## config.mk

```make
export PLATFORM = sky130hd
export DESIGN_NAME = spinner_array_flat
export DESIGN_NICKNAME = d
export VERILOG_FILES = /design/src/rtl/spinner_pkg.sv /design/src/rtl/spinner_array_if.sv /design/src/rtl/spinner_chan.sv /design/src/rtl/spinner_array.sv /design/src/flat_wrapper.sv
export SDC_FILE = /design/constraint.sdc
export NUM_CORES = 1
export LEC_CHECK = 0
export BUFFER_PORTS_ARGS = -buffer_cell sky130_fd_sc_hd__buf_4
export CAP_MARGIN = 30
export CORE_AREA = 2 2 122 124
export CTS_BUF_LIST = sky130_fd_sc_hd__clkbuf_4 sky130_fd_sc_hd__clkbuf_8
export DETAILED_ROUTE_END_ITERATION = 10
export DIE_AREA = 0 0 124 126
export GPL_TIMING_DRIVEN = 0
export PLACE_DENSITY_LB_ADDON = 0.3
export SLEW_MARGIN = 40
export SYNTH_ARGS = -nofsm -noshare
export SYNTH_HDL_FRONTEND = slang
export SYNTH_SLANG_ARGS = --single-unit
```

## constraint.sdc

```tcl
create_clock -name clk -period 5.9 [get_ports clk]
set_clock_uncertainty 0.2 [all_clocks]
set_input_delay 0.59 -clock clk [delete_from_list [all_inputs] [get_ports clk]]
set_output_delay 0.59 -clock clk [all_outputs]
set_load 0.05 [all_outputs]
```

## src/rtl/spinner_pkg.sv

```systemverilog
// spinner_pkg: shared types and helpers for the spinner_array position generator.
//   ext_delta_t  - per-channel external source word {toggle, signed delta}
//   spin_mode_e  - accumulator overflow behaviour (wrap vs. saturate)
//   sat_add      - saturating add used by clamp (paddle) mode
package spinner_pkg;

  localparam int EXT_W = 9;

  typedef struct packed {
    logic              toggle;
    logic signed [7:0] delta;   // whole counts, two's complement
  } ext_delta_t;

  typedef enum logic {
    SPIN_WRAP  = 1'b0,
    SPIN_CLAMP = 1'b1
  } spin_mode_e;

  // Adds a signed delta to an unsigned value and clips the result to [0, hi].
  function automatic int sat_add(input int value, input int delta, input int hi);
    int sum;
    sum = value + delta;
    if (sum < 0)
      return 0;
    else if (sum > hi)
      return hi;
    return sum;
  endfunction

endpackage

```

## src/rtl/spinner_array_if.sv

```systemverilog
// spinner_array_if: input/output bundle between hps_io-side logic and spinner_array.
//   strobe   frame strobe (vsync), rising edge used
//   minus/plus/fast/clamp/ext_en  per-channel controls
//   ext_in   per channel 9 bits: [8] toggle, [7:0] signed delta
//   spin_out per channel OUT_W-bit position
//   moved    per channel one-cycle change pulse
// master drives the controls, slave (spinner_array) drives positions.
interface spinner_array_if #(
  parameter int CHANNELS = 2,
  parameter int OUT_W    = 8
);
  import spinner_pkg::*;

  logic                        strobe;
  logic [CHANNELS-1:0]         minus;
  logic [CHANNELS-1:0]         plus;
  logic [CHANNELS-1:0]         fast;
  logic [CHANNELS-1:0]         clamp;
  logic [CHANNELS-1:0]         ext_en;
  logic [EXT_W*CHANNELS-1:0]   ext_in;
  logic [OUT_W*CHANNELS-1:0]   spin_out;
  logic [CHANNELS-1:0]         moved;

  modport master (
    output strobe, minus, plus, fast, clamp, ext_en, ext_in,
    input  spin_out, moved
  );

  modport slave (
    input  strobe, minus, plus, fast, clamp, ext_en, ext_in,
    output spin_out, moved
  );

endinterface

```

## src/rtl/spinner_chan.sv

```systemverilog
// spinner_chan: one position channel of spinner_array.
//   Accumulates digital button steps (on tick) and external deltas (on toggle
//   change) into an OUT_W.FRAC_W fixed-point accumulator that wraps or saturates.
// Ports:
//   clk, reset_n              clock, async active-low reset
//   tick                      one-cycle frame event shared by all channels
//   minus, plus, fast, clamp  digital controls and overflow mode
//   ext_en, ext_in            external delta source
//   spin_out                  integer part of the accumulator
//   moved                     one-cycle pulse when spin_out changes
// Optional feature: SPINNER_ACCEL_EN adds a hold counter that forces STEP_FAST
// after ACCEL_FRAMES consecutive single-direction ticks.
module spinner_chan
  import spinner_pkg::*;
#(
  parameter int OUT_W        = 8,
  parameter int FRAC_W       = 4,
  parameter int STEP_SLOW    = 15,
  parameter int STEP_FAST    = 25,
  parameter int ACCEL_FRAMES = 5,
  parameter int RESET_POS    = 0
) (
  input  logic             clk,
  input  logic             reset_n,
  input  logic             tick,
  input  logic             minus,
  input  logic             plus,
  input  logic             fast,
  input  logic             clamp,
  input  logic             ext_en,
  input  ext_delta_t       ext_in,
  output logic [OUT_W-1:0] spin_out,
  output logic             moved
);

  localparam int ACC_W = OUT_W + FRAC_W;
  localparam int SUM_W = ACC_W + 2;
  localparam int ACC_MAX = (1 << ACC_W) - 1;
  localparam logic [ACC_W-1:0] ACC_RESET = ACC_W'(RESET_POS) << FRAC_W;

  // The clamp path evaluates in 32-bit int arithmetic.
  if (ACCEL_FRAMES < 1 || ACC_W > 30) begin : g_bad_cfg
    $error("spinner_chan: ACCEL_FRAMES must be >= 1 and OUT_W+FRAC_W <= 30");
  end

  logic [ACC_W-1:0]        acc;
  logic [ACC_W-1:0]        acc_next;
  logic                    tog_q;
  logic                    ext_evt;
  logic                    update;
  logic                    use_fast;
  logic signed [SUM_W-1:0] dig_delta;
  logic signed [SUM_W-1:0] ext_delta;
  logic signed [SUM_W-1:0] delta_sum;
  spin_mode_e              mode;

  // tog_q follows the toggle unconditionally, so toggles seen while disabled are dropped.
  assign ext_evt = ext_en && (ext_in.toggle != tog_q);
  assign update  = tick || ext_evt;
  assign mode    = spin_mode_e'(clamp);

`ifdef SPINNER_ACCEL_EN
  localparam int CNT_W = $clog2(ACCEL_FRAMES + 1);

  logic [CNT_W-1:0] hold_cnt;
  logic             last_plus;

  assign use_fast = fast || (hold_cnt == CNT_W'(ACCEL_FRAMES));

  always_ff @(posedge clk or negedge reset_n) begin
    if (!reset_n) begin
      hold_cnt  <= '0;
      last_plus <= 1'b0;
    end else if (tick) begin
      if (plus ^ minus) begin
        last_plus <= plus;
        if (hold_cnt != '0 && plus != last_plus)
          hold_cnt <= '0;
        else if (hold_cnt != CNT_W'(ACCEL_FRAMES))
          hold_cnt <= hold_cnt + 1'b1;
      end else begin
        hold_cnt <= '0;
      end
    end
  end
`else
  assign use_fast = fast;
`endif

  // NOTE: every always_comb output gets a default first, otherwise an untaken branch infers a latch.
  always_comb begin
    dig_delta = '0;
    if (tick && (plus ^ minus)) begin
      dig_delta = use_fast ? SUM_W'(STEP_FAST) : SUM_W'(STEP_SLOW);
      if (minus)
        dig_delta = -dig_delta;
    end
  end

  assign ext_delta = ext_evt ? (SUM_W'(ext_in.delta) <<< FRAC_W) : '0;
  assign delta_sum = dig_delta + ext_delta;

  // Wrap keeps the low ACC_W bits of the sum; clamp saturates the full signed sum.
  always_comb begin
    acc_next = acc + delta_sum[ACC_W-1:0];
    if (mode == SPIN_CLAMP)
      acc_next = ACC_W'(sat_add(int'(acc), int'(delta_sum), ACC_MAX));
  end

  // NOTE: sequential state uses non-blocking assignments so every register samples pre-edge values.
  always_ff @(posedge clk or negedge reset_n) begin
    if (!reset_n) begin
      acc   <= ACC_RESET;
      tog_q <= 1'b0;
      moved <= 1'b0;
    end else begin
      tog_q <= ext_in.toggle;
      moved <= update && (acc_next[ACC_W-1:FRAC_W] != acc[ACC_W-1:FRAC_W]);
      if (update)
        acc <= acc_next;
    end
  end

  assign spin_out = acc[ACC_W-1:FRAC_W];

endmodule

```

## src/rtl/spinner_array.sv

```systemverilog
// spinner_array: multi-channel rotary/paddle position generator.
//   Detects the rising edge of the frame strobe once and fans the resulting
//   tick out to CHANNELS independent spinner_chan instances.
// Ports:
//   clk      system clock (clk_sys)
//   reset_n  asynchronous active-low reset
//   bus      spinner_array_if.slave: strobe, per-channel controls, ext_in,
//            spin_out, moved
// Optional feature: define SPINNER_ACCEL_EN to enable hold-to-accelerate.
module spinner_array
  import spinner_pkg::*;
#(
  parameter int CHANNELS     = 2,
  parameter int OUT_W        = 8,
  parameter int FRAC_W       = 4,
  parameter int STEP_SLOW    = 15,
  parameter int STEP_FAST    = 25,
  parameter int ACCEL_FRAMES = 5,
  parameter int RESET_POS    = 0
) (
  input  logic           clk,
  input  logic           reset_n,
  spinner_array_if.slave bus
);

  logic strobe_q;
  logic tick;

  always_ff @(posedge clk or negedge reset_n) begin
    if (!reset_n)
      strobe_q <= 1'b0;
    else
      strobe_q <= bus.strobe;
  end

  assign tick = bus.strobe & ~strobe_q;

  for (genvar c = 0; c < CHANNELS; c++) begin : g_chan
    spinner_chan #(
      .OUT_W        (OUT_W),
      .FRAC_W       (FRAC_W),
      .STEP_SLOW    (STEP_SLOW),
      .STEP_FAST    (STEP_FAST),
      .ACCEL_FRAMES (ACCEL_FRAMES),
      .RESET_POS    (RESET_POS)
    ) u_chan (
      .clk      (clk),
      .reset_n  (reset_n),
      .tick     (tick),
      .minus    (bus.minus[c]),
      .plus     (bus.plus[c]),
      .fast     (bus.fast[c]),
      .clamp    (bus.clamp[c]),
      .ext_en   (bus.ext_en[c]),
      .ext_in   (ext_delta_t'(bus.ext_in[EXT_W*c +: EXT_W])),
      .spin_out (bus.spin_out[OUT_W*c +: OUT_W]),
      .moved    (bus.moved[c])
    );
  end

endmodule
```

## src/flat_wrapper.sv

```systemverilog
// flat-port wrapper written by rule: the top's interface ports become plain ports
module spinner_array_flat import spinner_pkg::*;
#(
  parameter int CHANNELS     = 2,
  parameter int OUT_W        = 8,
  parameter int FRAC_W       = 4,
  parameter int STEP_SLOW    = 15,
  parameter int STEP_FAST    = 25,
  parameter int ACCEL_FRAMES = 5,
  parameter int RESET_POS    = 0
)
  (clk, reset_n, bus_strobe, bus_minus, bus_plus, bus_fast, bus_clamp, bus_ext_en, bus_ext_in, bus_spin_out, bus_moved);
  spinner_array_if #(.CHANNELS(CHANNELS), .OUT_W(OUT_W)) bus_i ();
  input  logic clk;
  input  logic reset_n;
  input wire logic [$bits(bus_i.strobe)-1:0] bus_strobe;
  input wire logic [$bits(bus_i.minus)-1:0] bus_minus;
  input wire logic [$bits(bus_i.plus)-1:0] bus_plus;
  input wire logic [$bits(bus_i.fast)-1:0] bus_fast;
  input wire logic [$bits(bus_i.clamp)-1:0] bus_clamp;
  input wire logic [$bits(bus_i.ext_en)-1:0] bus_ext_en;
  input wire logic [$bits(bus_i.ext_in)-1:0] bus_ext_in;
  output wire logic [$bits(bus_i.spin_out)-1:0] bus_spin_out;
  output wire logic [$bits(bus_i.moved)-1:0] bus_moved;
  assign bus_i.strobe = bus_strobe;
  assign bus_i.minus = bus_minus;
  assign bus_i.plus = bus_plus;
  assign bus_i.fast = bus_fast;
  assign bus_i.clamp = bus_clamp;
  assign bus_i.ext_en = bus_ext_en;
  assign bus_i.ext_in = bus_ext_in;
  assign bus_spin_out = bus_i.spin_out;
  assign bus_moved = bus_i.moved;
  spinner_array #(.CHANNELS(CHANNELS), .OUT_W(OUT_W), .FRAC_W(FRAC_W), .STEP_SLOW(STEP_SLOW), .STEP_FAST(STEP_FAST), .ACCEL_FRAMES(ACCEL_FRAMES), .RESET_POS(RESET_POS)) u_core (.clk(clk), .reset_n(reset_n), .bus(bus_i));
endmodule
```

# --- Word-level counts from Yosys, hierarchy flattened ---
# Cells that the tools add are included.
word_totals:
  latch_bits: 0
  memories: 0
  mem_bits_rw: 0
  output_inout_bits: 18
  register_bits: 29
  rom_bits: 0
  inputBits: 31
classes:
  div: 0
  bitwise_logic: 4
  mux: 22
  n_eq_ne: 4
  n_lt_le_gt_ge: 4
  shift: 0
  n_mul: 0
  add_sub_neg: 8
  reduce_logical: 8
ops:
  columns: ["cell", "count"]
  rows:
  - ["12-bit 2-to-1 mux", 8]
  - ["14-bit 2-to-1 mux", 6]
  - ["13-bit by 14-bit adder with 15-bit output", 2]
  - ["15-bit by 13-bit greater-than comparator with 1-bit output (second input constant)", 2]
  - ["15-bit by 1-bit < comparator with 1-bit output (second input constant)", 2]
  - ["14-bit adder", 2]
  - ["5-bit negation with 14-bit output", 2]
  - ["12-bit adder", 2]
  - ["8-bit != test", 2]
  - ["5-bit 2-to-1 mux", 2]
  - ["1-bit logical AND", 6]
  - ["1-bit 2-to-1 mux", 6]
  - ["1-bit logical OR", 2]
  - ["1-bit != test", 2]
  - ["1-bit bitwise XOR", 2]
  - ["1-bit bitwise AND", 1]
  - ["1-bit NOT", 1]

# --- Depth between registers and ports, before layout ---
# Gate-level depths: netlist of the first run.
logic_depth:
  depth_word: 14
  mapped_depth: 22
  depth_no_buf: 20

# --- Cells and area by module ---
# Synthesis of the first run repeated with hierarchy kept, for this count alone.
hier_totals:
  hier_cells: 496
  hier_area_um2: 4161.5
modules_own_cells:
  columns: ["mod", "instances", "cells_per_inst", "area_each_um2"]
  rows:
  - ["spinner_chan (u_core.g_chan[0].u_chan)", 1, 246, 2137.0]
  - ["spinner_chan (u_core.g_chan[1].u_chan)", 1, 248, 1985.7]
  - ["spinner_array", 1, 2, 38.8]

# --- Worst setup path before layout of the first run ---
# Ideal clock, no wire load.
synth_path:
  path_kind: "input-to-reg"
  startpoint: "input bus_ext_in[17]"
  endpoint: "register u_core.g_chan[1].u_chan.moved"
  required_time_ns: 5.551
  path_stages: 20
  path_buffers: 1
  setup_ns: 0.149
  t_arrival_ns: 4.565
  path_slack_ns: 0.986
  path_cell_list: "xor2_1 > buf_2 > and3_1 > ha_1 > or2_2 > and3_1 > a32o_1 > nand2_1 > nand2_1 > xor2_1 > ha_1 > nand2_1 > nor2_1 > and3_1 > or2_1 > o31a_1 > and2_1 > o211a_1 > a2111oi_0 > a41oi_1"
synth_between:
  elab_chain_cells: 13
  elab_cells_between_ends: 18
synth_rtl:
  columns: ["element", "line", "rtl"]
  rows:
  - ["start, declared", "flat_wrapper.sv:22", "input wire logic [$bits(bus_i.ext_in)-1:0] bus_ext_in;"]
  - ["1-bit != test *", "spinner_chan.sv:58", "assign ext_evt = ext_en && (ext_in.toggle != tog_q);"]
  - ["1-bit logical AND *", "spinner_chan.sv:58", null]
  - ["14-bit 2-to-1 mux", "spinner_chan.sv:100", "assign ext_delta = ext_evt ? (SUM_W'(ext_in.delta) <<< FRAC_W) : '0;"]
  - ["14-bit adder", "spinner_chan.sv:101", "assign delta_sum = dig_delta + ext_delta;"]
  - ["13-bit by 14-bit adder with 15-bit output", "spinner_pkg.sv:22", "sum = value + delta;"]
  - ["15-bit by 13-bit greater-than comparator with 1-bit output", "spinner_pkg.sv:25", "else if (sum > hi)"]
  - ["1-bit 2-to-1 mux", "spinner_pkg.sv:25", null]
  - ["1-bit 2-to-1 mux", "spinner_pkg.sv:23", "if (sum < 0)"]
  - ["1-bit 2-to-1 mux", "spinner_chan.sv:106", "if (mode == SPIN_CLAMP)"]
  - ["12-bit 2-to-1 mux", "spinner_pkg.sv:27", "return sum;"]
  - ["12-bit 2-to-1 mux", "spinner_chan.sv:106", null]
  - ["8-bit != test", "spinner_chan.sv:118", "moved <= update && (acc_next[ACC_W-1:FRAC_W] != acc[ACC_W-1:FRAC_W]);"]
  - ["1-bit logical AND *", "spinner_chan.sv:118", null]
  - ["end signal, assigned", "spinner_chan.sv:118", null]
  - ["end, declared", "spinner_chan.sv:33", "output logic moved"]
# Every way passes the cells marked *; elsewhere a longest branch is shown, timed or not. The select of a mux whose other input is x is not followed.
# A chain may end at the register's enable or synchronous reset.

# --- Worst setup path after layout of the first run ---
# Ends and elaborated chain as after synthesis.

==> metrics.cfg, run 1 <==
[detailed_routing]
vias = 4324
ant_nets = 0
first_pass_iters = 5
drc = 0
finalWirelength_um = 12200
vias_per_cell = 5.57
drt-initial-drc-count = 237
wl_per_cell_um = 15.8

[final_layout]
instances_no_fill = 776
postLayoutCellArea_mm2 = 0.00493
layout_commonest_cell = buf_4
multi_input_area_mm2 = 0.00321
diodes = 0
fillers = 1506
nets = 662
postLayoutCoreUtil_pct = 34.5
final_cell_mix = 67 x buf_4, 41 x nand2_1, 41 x a21oi_1
seqCellArea_um2 = 726
area_growth_pct = 16.8
drive_above_1_share_pct = 15.4

[power]
peakVddDrop_mv = 0.122
leakagePower_nw = 2.31
power_density_mw_per_mm2 = 406

[critical_path]
worst_setup_path_start_kind = input pin
crit_slowest_cell = xor2_1
path_class = in -> reg
cp_data_required_time_ns = 5.83
worstPathMaxFanout = 10
crit_chain = buf_4 > xor2_1 > buf_2 > and3_1 > ha_1 > or2_2 > and3_1 > a32o_1 > nand2_1 > nand2_1 > xor2_1 > ha_1 > nand2_1 > nor2_1 > and3_1 > or2_1 > o21ai_0 > nand3_1 > o211a_1 > a2111oi_0 > a41oi_1
arrival_ns = 5.40
max_stage_delay_ns = 0.50
crit_path_end_kind = register

[sta]
fin_setup_tns_ns = 0
final_hold_viol_count = 0
rsz0062_at_grt = false
post-route-period-util_pct = 92.7
slew_headroom_pct = 44.6
tightest_slew_ns = 0.809
fmax_mhz = 183
fin_crit_ns = 5.47
setup_violations = 0
drv_slew = 0

[clock_network]
clock_latency_ns = 0.29
cts-resized-gates = 0
holdBufCountCts = 0
cts_root_buffer = clkbuf_8
path_clk_slew_ns = 0.07
postCtsSetupBuffers = 0
cts_buffers = 5
ctsHtreeMaxLevel = 2
clk_path_buf_depth = 2
cts_tree = done
cts_sinks = 29

[floorplanning]
start_util_pct = 29.5
core_area_mm2 = 0.0143
num_rows = 44
die_area_mm2 = 0.0156
io_pins = 49
dieHeight_um = 126
die_w_um = 124

[synth]
synth.avg_cell_area_um2 = 7.88
synthFlopType = dfrtp_1
yosys_warnings = 0
synthArstFlopShare_pct = 100
ys_seq_area_share_pct = 17.2
syn-num-nets = 607
synth_cell_types = 73
synth_edf_count = 0
netlist.area_leader.share_pct = 17.2
synth_seq_cells = 29
syn_inst = 536
yosys-top-cells-area = dfrtp_1 17%, ha_1 11%, xnor2_1 5.6%
synth_top_area_cell = dfrtp_1
syn_area_mm2 = 0.00422

[min_path]
min_path_type = in -> async

[flow_run]
max_cap_viol_count = 0

[place]
place_area_mm2 = 0.00481
numPortBuffers = 48
place_congestion = 0.952
hpwlAfterDp_um = 9740
dp_cells = 768

[grt]
track_usage_pct = 15.8
grt_pass1_vias = 4133
grt_antenna_before_repair = 0
grt_pass1_wl_um = 20100
overflow = 0
grt_max_degree = 30

[run_status]
outcome = finished, final reports clean

## where the power goes
part / switching [mW] / total, mW / internal, mW
sequential: 0.129 / 0.409 / 0.280
clock: 0.0843 / 0.227 / 0.142
combinational: 0.795 / 1.36 / 0.569
total: 1.01 / 2.00 / 0.992
## kinds of logic after synthesis
logic type / synth area share, %
buf+inv: 6.76
fa+ha+maj: 12.2
mux: 1.22
simple gates: 18.9
xor+xnor: 8.89
compound gates: 34.9
flops: 17.2
## registers in the layout, indices dropped and copies added (netlist names)
register / flops
u_core.g_chan.u_chan.moved: 2
u_core.g_chan.u_chan.acc: 24
u_core.strobe_q: 1
u_core.g_chan.u_chan.tog_q: 2
## worst max-delay path, delay by kind of cell
kind / cells / cell delay, ns
adder cells (fa/ha/maj): 2 / 0.62
buffers and inverters: 2 / 0.45
XOR/XNOR: 2 / 0.65
AO/OA/AOI/OAI: 5 / 1.27
AND/OR/NAND/NOR: 10 / 1.81
## layer usage
layer  track usage [%]  routed length, um
met5                 0                  0
met4              5.16                261
met3              1.49                519
met2              25.6               5610
met1              22.0               5850
## through the flow
stage	setup slack (ns)	total power [mW]	hold slack, ns
6_report	0.433	2.00	0.0145
5_1_grt	0.0351	2.16	0.0571
4_1_cts	0.518	2.00	0.0364
3_5_place_dp	0.229	1.76	0.274
3_3_place_gp	0.247	1.75	0.279
2_1_floorplan	0.986	1.43	0.0944
## cell usage after synthesis, types with 5 or more instances
cell type and instances:
dfrtp_1 29, and2_1 11, and3_1 18, o21ai_0 19, xnor2_1 27, nand3_1 10, a2111oi_0 5, inv_1 16
buf_4 19, a21o_1 28, o21ai_1 7, a211oi_1 18, nor3_1 7, clkbuf_1 12, a31oi_1 10, a21oi_1 41
xor2_1 14, nor2b_1 7, nor2_1 37, o211ai_1 11, nand2_1 41, o22ai_1 8, ha_1 38
## final timing paths
check / depth (start not counted) / slack [ns] / to / start
worst max-delay path: 21 / 0.43 / u_core.g_chan[1].u_chan.moved / bus_ext_in[17]
worst min-delay path: 1 / 0.01 / u_core.g_chan[1].u_chan.acc[9] / reset_n
worst max register to register: 20 / 0.46 / u_core.g_chan[1].u_chan.moved / u_core.g_chan[1].u_chan.tog_q
worst min register to register: 1 / 0.29 / u_core.g_chan[0].u_chan.acc[2] / u_core.g_chan[0].u_chan.acc[2]
max in group asynchronous: 1 / 5.18 / u_core.g_chan[0].u_chan.acc[0] / reset_n
min in group clk: 1 / 0.23 / u_core.g_chan[1].u_chan.tog_q / bus_ext_in[17]
## area by class of cell
type	count	area share [%]
multi-input cells	453	65.1
repair buffers	48	7.31
clock inverters	1	0.609
inverters	19	1.45
plain buffers	35	4.34
clock buffers	7	1.83
flip-flops and latches	29	14.7
well taps	184	4.67
Power figures use the tool's default switching activity.
==> run 2, diff against run 1 <==
PLACE_DENSITY = 0.48   (was not set)
PLACE_DENSITY_LB_ADDON = not set   (was 0.3)
==> run 2 against run 1 <==
Effect of this change:
- first-iteration DRC count increased by 12%
- combinational power about the same
- non-clock buffer count unchanged
- critical path type unchanged
==> metrics.cfg, run 2 (synthesis gave the netlist of run 1 again) <==
[final_layout]
largest_reg_flops = 24
seqCellArea_um2 = 726
top_register = u_core.g_chan.u_chan.acc
layout_commonest_cell = buf_4
area_growth_pct = 16.2
postLayoutCoreUtil_pct = 34.3
nets = 662
instances_no_fill = 776
fillers = 1515
top_regs = u_core.g_chan.u_chan.acc (24), u_core.g_chan.u_chan.moved (2), u_core.g_chan.u_chan.tog_q (2)
final_cell_mix = 67 x buf_4, 41 x nand2_1, 41 x a21oi_1
postLayoutCellArea_mm2 = 0.00491
drive_above_1_share_pct = 15.5
multi_input_area_mm2 = 0.00322
diodes = 0

[sta]
drv_slew = 0
slew_headroom_pct = 45.8
timing.hold.ws_ns = 0.0132
fin_setup_tns_ns = 0
fin_ws_ns = 0.447
post-route-period-util_pct = 92.4
fmax_mhz = 183
final_hold_viol_count = 0
tightest_slew_ns = 0.803
fin_crit_ns = 5.45
setup_violations = 0
rsz0062_at_grt = false

[floorplanning]
start_util_pct = 29.5
core_area_mm2 = 0.0143
die_w_um = 124
die_area_mm2 = 0.0156
num_rows = 44
io_pins = 49
dieHeight_um = 126

[grt]
use_met2_pct = 24.6
grt_util_met1_pct = 24.7
grt_pass1_vias = 3917
overflow = 0
track_usage_pct = 16.4
grt_antenna_before_repair = 0
grt_pass1_wl_um = 20500
top_usage_layer = met1
use_met3_pct = 2.17
grt_max_degree = 30

[power]
power_density_mw_per_mm2 = 399
peakVddDrop_mv = 0.219
p_total_mw = 1.96
leakagePower_nw = 2.30

[detailed_routing]
drc = 0
drt-initial-drc-count = 266
first_pass_iters = 4
vias_per_cell = 5.53
wl_per_cell_um = 16.4
ant_nets = 0
vias = 4288
finalWirelength_um = 12800

[clock_network]
clk_path_buf_depth = 2
cts_root_buffer = clkbuf_8
cts_buffers = 5
path_clk_slew_ns = 0.08
cts_tree = done
clock_latency_ns = 0.29
cts_sinks = 29
holdBufCountCts = 0
ctsHtreeMaxLevel = 2

[critical_path]
worstPathMaxFanout = 13
arrival_ns = 5.43
worst_setup_path_start_kind = input pin
cp_data_required_time_ns = 5.88
crit_path_end_kind = register
reg2reg_depth = 22
path_class = in -> reg

[place]
numPortBuffers = 48
place_congestion = 0.894
pre_cts_ws_ns = 0.159
place_area_mm2 = 0.00481
hpwlAfterDp_um = 10100
dp_cells = 768

[min_path]
min_path_type = in -> async

[flow_run]
max_cap_viol_count = 0

[run_status]
outcome = finished, final reports clean

-- run 2: critical path, stage by stage --
cell and delay [ns]:
buf_4 0.12, nand4bb_1 0.20, buf_4 0.19, inv_2 0.22
xnor2_1 0.12, ha_1 0.24, nor4b_1 0.15, nor3b_1 0.41
nor2_1 0.12, xnor2_1 0.16, ha_1 0.27, clkbuf_1 0.25
o21ai_1 0.12, a211o_1 0.31, o32ai_1 0.42, and3_1 0.22
mux2i_1 0.07, o221a_2 0.32, buf_6 0.15, clkbuf_1 0.25
o21ai_0 0.14, nand3_1 0.11, a41oi_1 0.26
-- run 2: final cells by class --
cell class                 count  area share (%)
multi-input combinational    453            65.6
tap                          184            4.69
buffer                        35            4.36
clock buffer                   6            1.56
clock inverter                 2           0.204
timing repair buffer          48            7.35
sequential                    29            14.8
inverter                      19            1.45
-- run 2: worst paths after layout --
check	end	slack, ns	startpoint
max	u_core.g_chan[0].u_chan.moved	0.45	bus_plus[0]
min	u_core.g_chan[0].u_chan.acc[5]	0.01	reset_n
max reg2reg	u_core.g_chan[0].u_chan.moved	0.48	u_core.strobe_q
min reg2reg	u_core.g_chan[0].u_chan.acc[2]	0.29	u_core.g_chan[0].u_chan.acc[2]
max in group asynchronous	u_core.g_chan[1].u_chan.moved	5.18	reset_n
min in group clk	u_core.strobe_q	0.22	bus_strobe
-- run 2: what timing repair did --
| item | 4_1_cts | 5_1_grt |
|---|---|---|
| endpoints found under the setup margin | 0 | 1 |
| buffers inserted | 0 | 0 |
| resized for setup | 0 | 1 |
-- run 2: routing by layer --
| metal | part of all wire, % | vias up | routed length (um) |
|---|---|---|---|
| li1 | - | 2149 | - |
| met1 | 49 | 2018 | 6320 |
| met2 | 44 | 108 | 5630 |
| met3 | 4.9 | 13 | 620 |
| met4 | 1.6 | 0 | 199 |
| met5 | 0 | - | 0 |
-- run 2: power breakdown --
part	total (mW)	internal (mW)	switching (mW)	leakage, nW
Clock	0.169	0.0862	0.0824	0.0484
Sequential	0.416	0.280	0.136	0.349
Combinational	1.37	0.570	0.801	1.90
Total	1.96	0.936	1.02	2.30
==> run 3, diff against run 2 <==
HOLD_SLACK_MARGIN = 0.08   (was not set)
==> run 3 against run 2 <==
Effect of this change:
- worst hold slack better by 0.21 ns
- worst setup slack about the same
- first-iteration DRC count up 0.75%
- critical endpoint unchanged
- largest cell class unchanged
- highest routed layer unchanged
==> metrics.cfg, run 3 (synthesis gave the netlist of run 1 again) <==
[final_layout]
seqCellArea_um2 = 726
multi_input_area_mm2 = 0.00322
final_cell_mix = 67 x buf_4, 41 x nand2_1, 41 x a21oi_1
postLayoutCellArea_mm2 = 0.00492
fillers = 1514
nets = 663
layout_commonest_cell = buf_4
largest_reg_flops = 24
top_regs = u_core.g_chan.u_chan.acc (24), u_core.g_chan.u_chan.moved (2), u_core.g_chan.u_chan.tog_q (2)
drive_above_1_share_pct = 15.5
diodes = 0
top_register = u_core.g_chan.u_chan.acc
instances_no_fill = 777
area_growth_pct = 16.4

[run_status]
outcome = finished, final reports clean

[critical_path]
crit_path_end_kind = register
worst_setup_path_start_kind = input pin
arrival_ns = 5.43
path_class = in -> reg
worstPathMaxFanout = 13
cp_data_required_time_ns = 5.88
reg2reg_depth = 22

[place]
hpwlAfterDp_um = 10100
place_area_mm2 = 0.00481
pre_cts_ws_ns = 0.159
dp_cells = 768
place_congestion = 0.894
numPortBuffers = 48

[floorplanning]
io_pins = 49
start_util_pct = 29.5
die_area_mm2 = 0.0156
die_w_um = 124
core_area_mm2 = 0.0143
num_rows = 44
dieHeight_um = 126

[clock_network]
ctsHtreeMaxLevel = 2
cts_tree = done
postCtsSetupBuffers = 0
cts_sinks = 29
cts_root_buffer = clkbuf_8
clock_latency_ns = 0.29
cts_buffers = 5
path_clk_slew_ns = 0.07
clk_path_buf_depth = 2

[sta]
tightest_slew_ns = 0.803
fmax_mhz = 183
final_hold_viol_count = 0
fin_setup_tns_ns = 0
slew_headroom_pct = 45.8
setup_violations = 0
rsz0062_at_grt = false
fin_crit_ns = 5.45
fin_ws_ns = 0.447
drv_slew = 0
post-route-period-util_pct = 92.4

[grt]
grt_antenna_before_repair = 0
grt_pass1_vias = 3920
track_usage_pct = 16.4
grt_max_degree = 30
overflow = 0
grt_pass1_wl_um = 20500

[flow_run]
max_cap_viol_count = 0

[power]
pwr-share-comb_pct = 70.2
p_int_mw = 0.937
leakagePower_nw = 2.30
switching_share_pct = 52.1
power.switching_mw = 1.02
p_total_mw = 1.95
power_frac_clock_pct = 8.6
peakVddDrop_mv = 0.219
p_seq_share_pct = 21.3
power_density_mw_per_mm2 = 398

[detailed_routing]
drt-initial-drc-count = 268
finalWirelength_um = 12700
wl_per_cell_um = 16.4
drc = 0
first_pass_iters = 5
vias_per_cell = 5.50
vias = 4270
ant_nets = 0

[min_path]
min_path_type = in -> reg
hold_path_depth = 1

[run 3: cell count changes in the layout (fill, tap and decap cells not counted)]
| cell | delta |
|---|---|
| dlygate4sd3_1 | +1 |
[run 3: layout make-up]
cell class                 count  area share (%)
inverter                      19            1.45
clock inverter                 2           0.204
buffer                        35            4.35
tap                          184            4.68
sequential                    29            14.8
clock buffer                   6            1.55
multi-input combinational    453            65.5
timing repair buffer          49            7.53
[run 3: metal layers]
| metal | global-route usage (%) | up-vias | part of all wire (%) |
|---|---|---|---|
| met5 | 0 | - | 0 |
| li1 | - | 2144 | - |
| met2 | 24.6 | 110 | 44 |
| met4 | 4.16 | 0 | 1.6 |
| met1 | 24.7 | 2003 | 49 |
| met3 | 2.17 | 13 | 4.8 |
[run 3: power groups by stage]
stage | registers (mW) | logic [mW] | clock network [mW]
after floorplan | 0.364 | 1.06 | 0
after global placement | 0.417 | 1.35 | 0
after detailed placement | 0.416 | 1.36 | 0
after CTS | 0.416 | 1.37 | 0.175
after global routing | 0.433 | 1.51 | 0.181
final | 0.415 | 1.37 | 0.168
[run 3: final timing paths]
path                            slack [ns]                        endpoint                           start
worst max-delay path                  0.45   u_core.g_chan[0].u_chan.moved                     bus_plus[0]
worst min-delay path                  0.23                 u_core.strobe_q                      bus_strobe
worst max register to register        0.48   u_core.g_chan[0].u_chan.moved                 u_core.strobe_q
worst min register to register        0.29  u_core.g_chan[0].u_chan.acc[2]  u_core.g_chan[0].u_chan.acc[2]
max in group asynchronous             4.63   u_core.g_chan[1].u_chan.moved                         reset_n
min in group asynchronous             0.56  u_core.g_chan[0].u_chan.acc[5]                         reset_n
[run 3: stage by stage]
| step | util [%] | hold WS, ns |
|---|---|---|
| finish | 34.3 | 0.227 |
| global route | 34.3 | 0.217 |
| CTS | 34.3 | 0.210 |
| detailed placement | 33.6 | 0.276 |
| global placement | 33.6 | 0.270 |
| floorplan | - | 0.0944 |
[run 3: critical path: stages]
cell,delay [ns]
buf_4,0.12
nand4bb_1,0.20
buf_4,0.19
inv_2,0.22
xnor2_1,0.12
ha_1,0.24
nor4b_1,0.15
nor3b_1,0.42
nor2_1,0.12
xnor2_1,0.16
ha_1,0.27
clkbuf_1,0.25
o21ai_1,0.12
a211o_1,0.31
o32ai_1,0.42
and3_1,0.22
mux2i_1,0.07
o221a_2,0.32
buf_6,0.15
clkbuf_1,0.25
o21ai_0,0.14
nand3_1,0.11
a41oi_1,0.26
[run 3: timing repair]
item / 4_1_cts / 5_1_grt
gates resized for setup: 0 / 1
endpoints found under the setup margin: 0 / 1
hold buffers: 1 / 0
endpoints found under the hold margin: 29 / 0
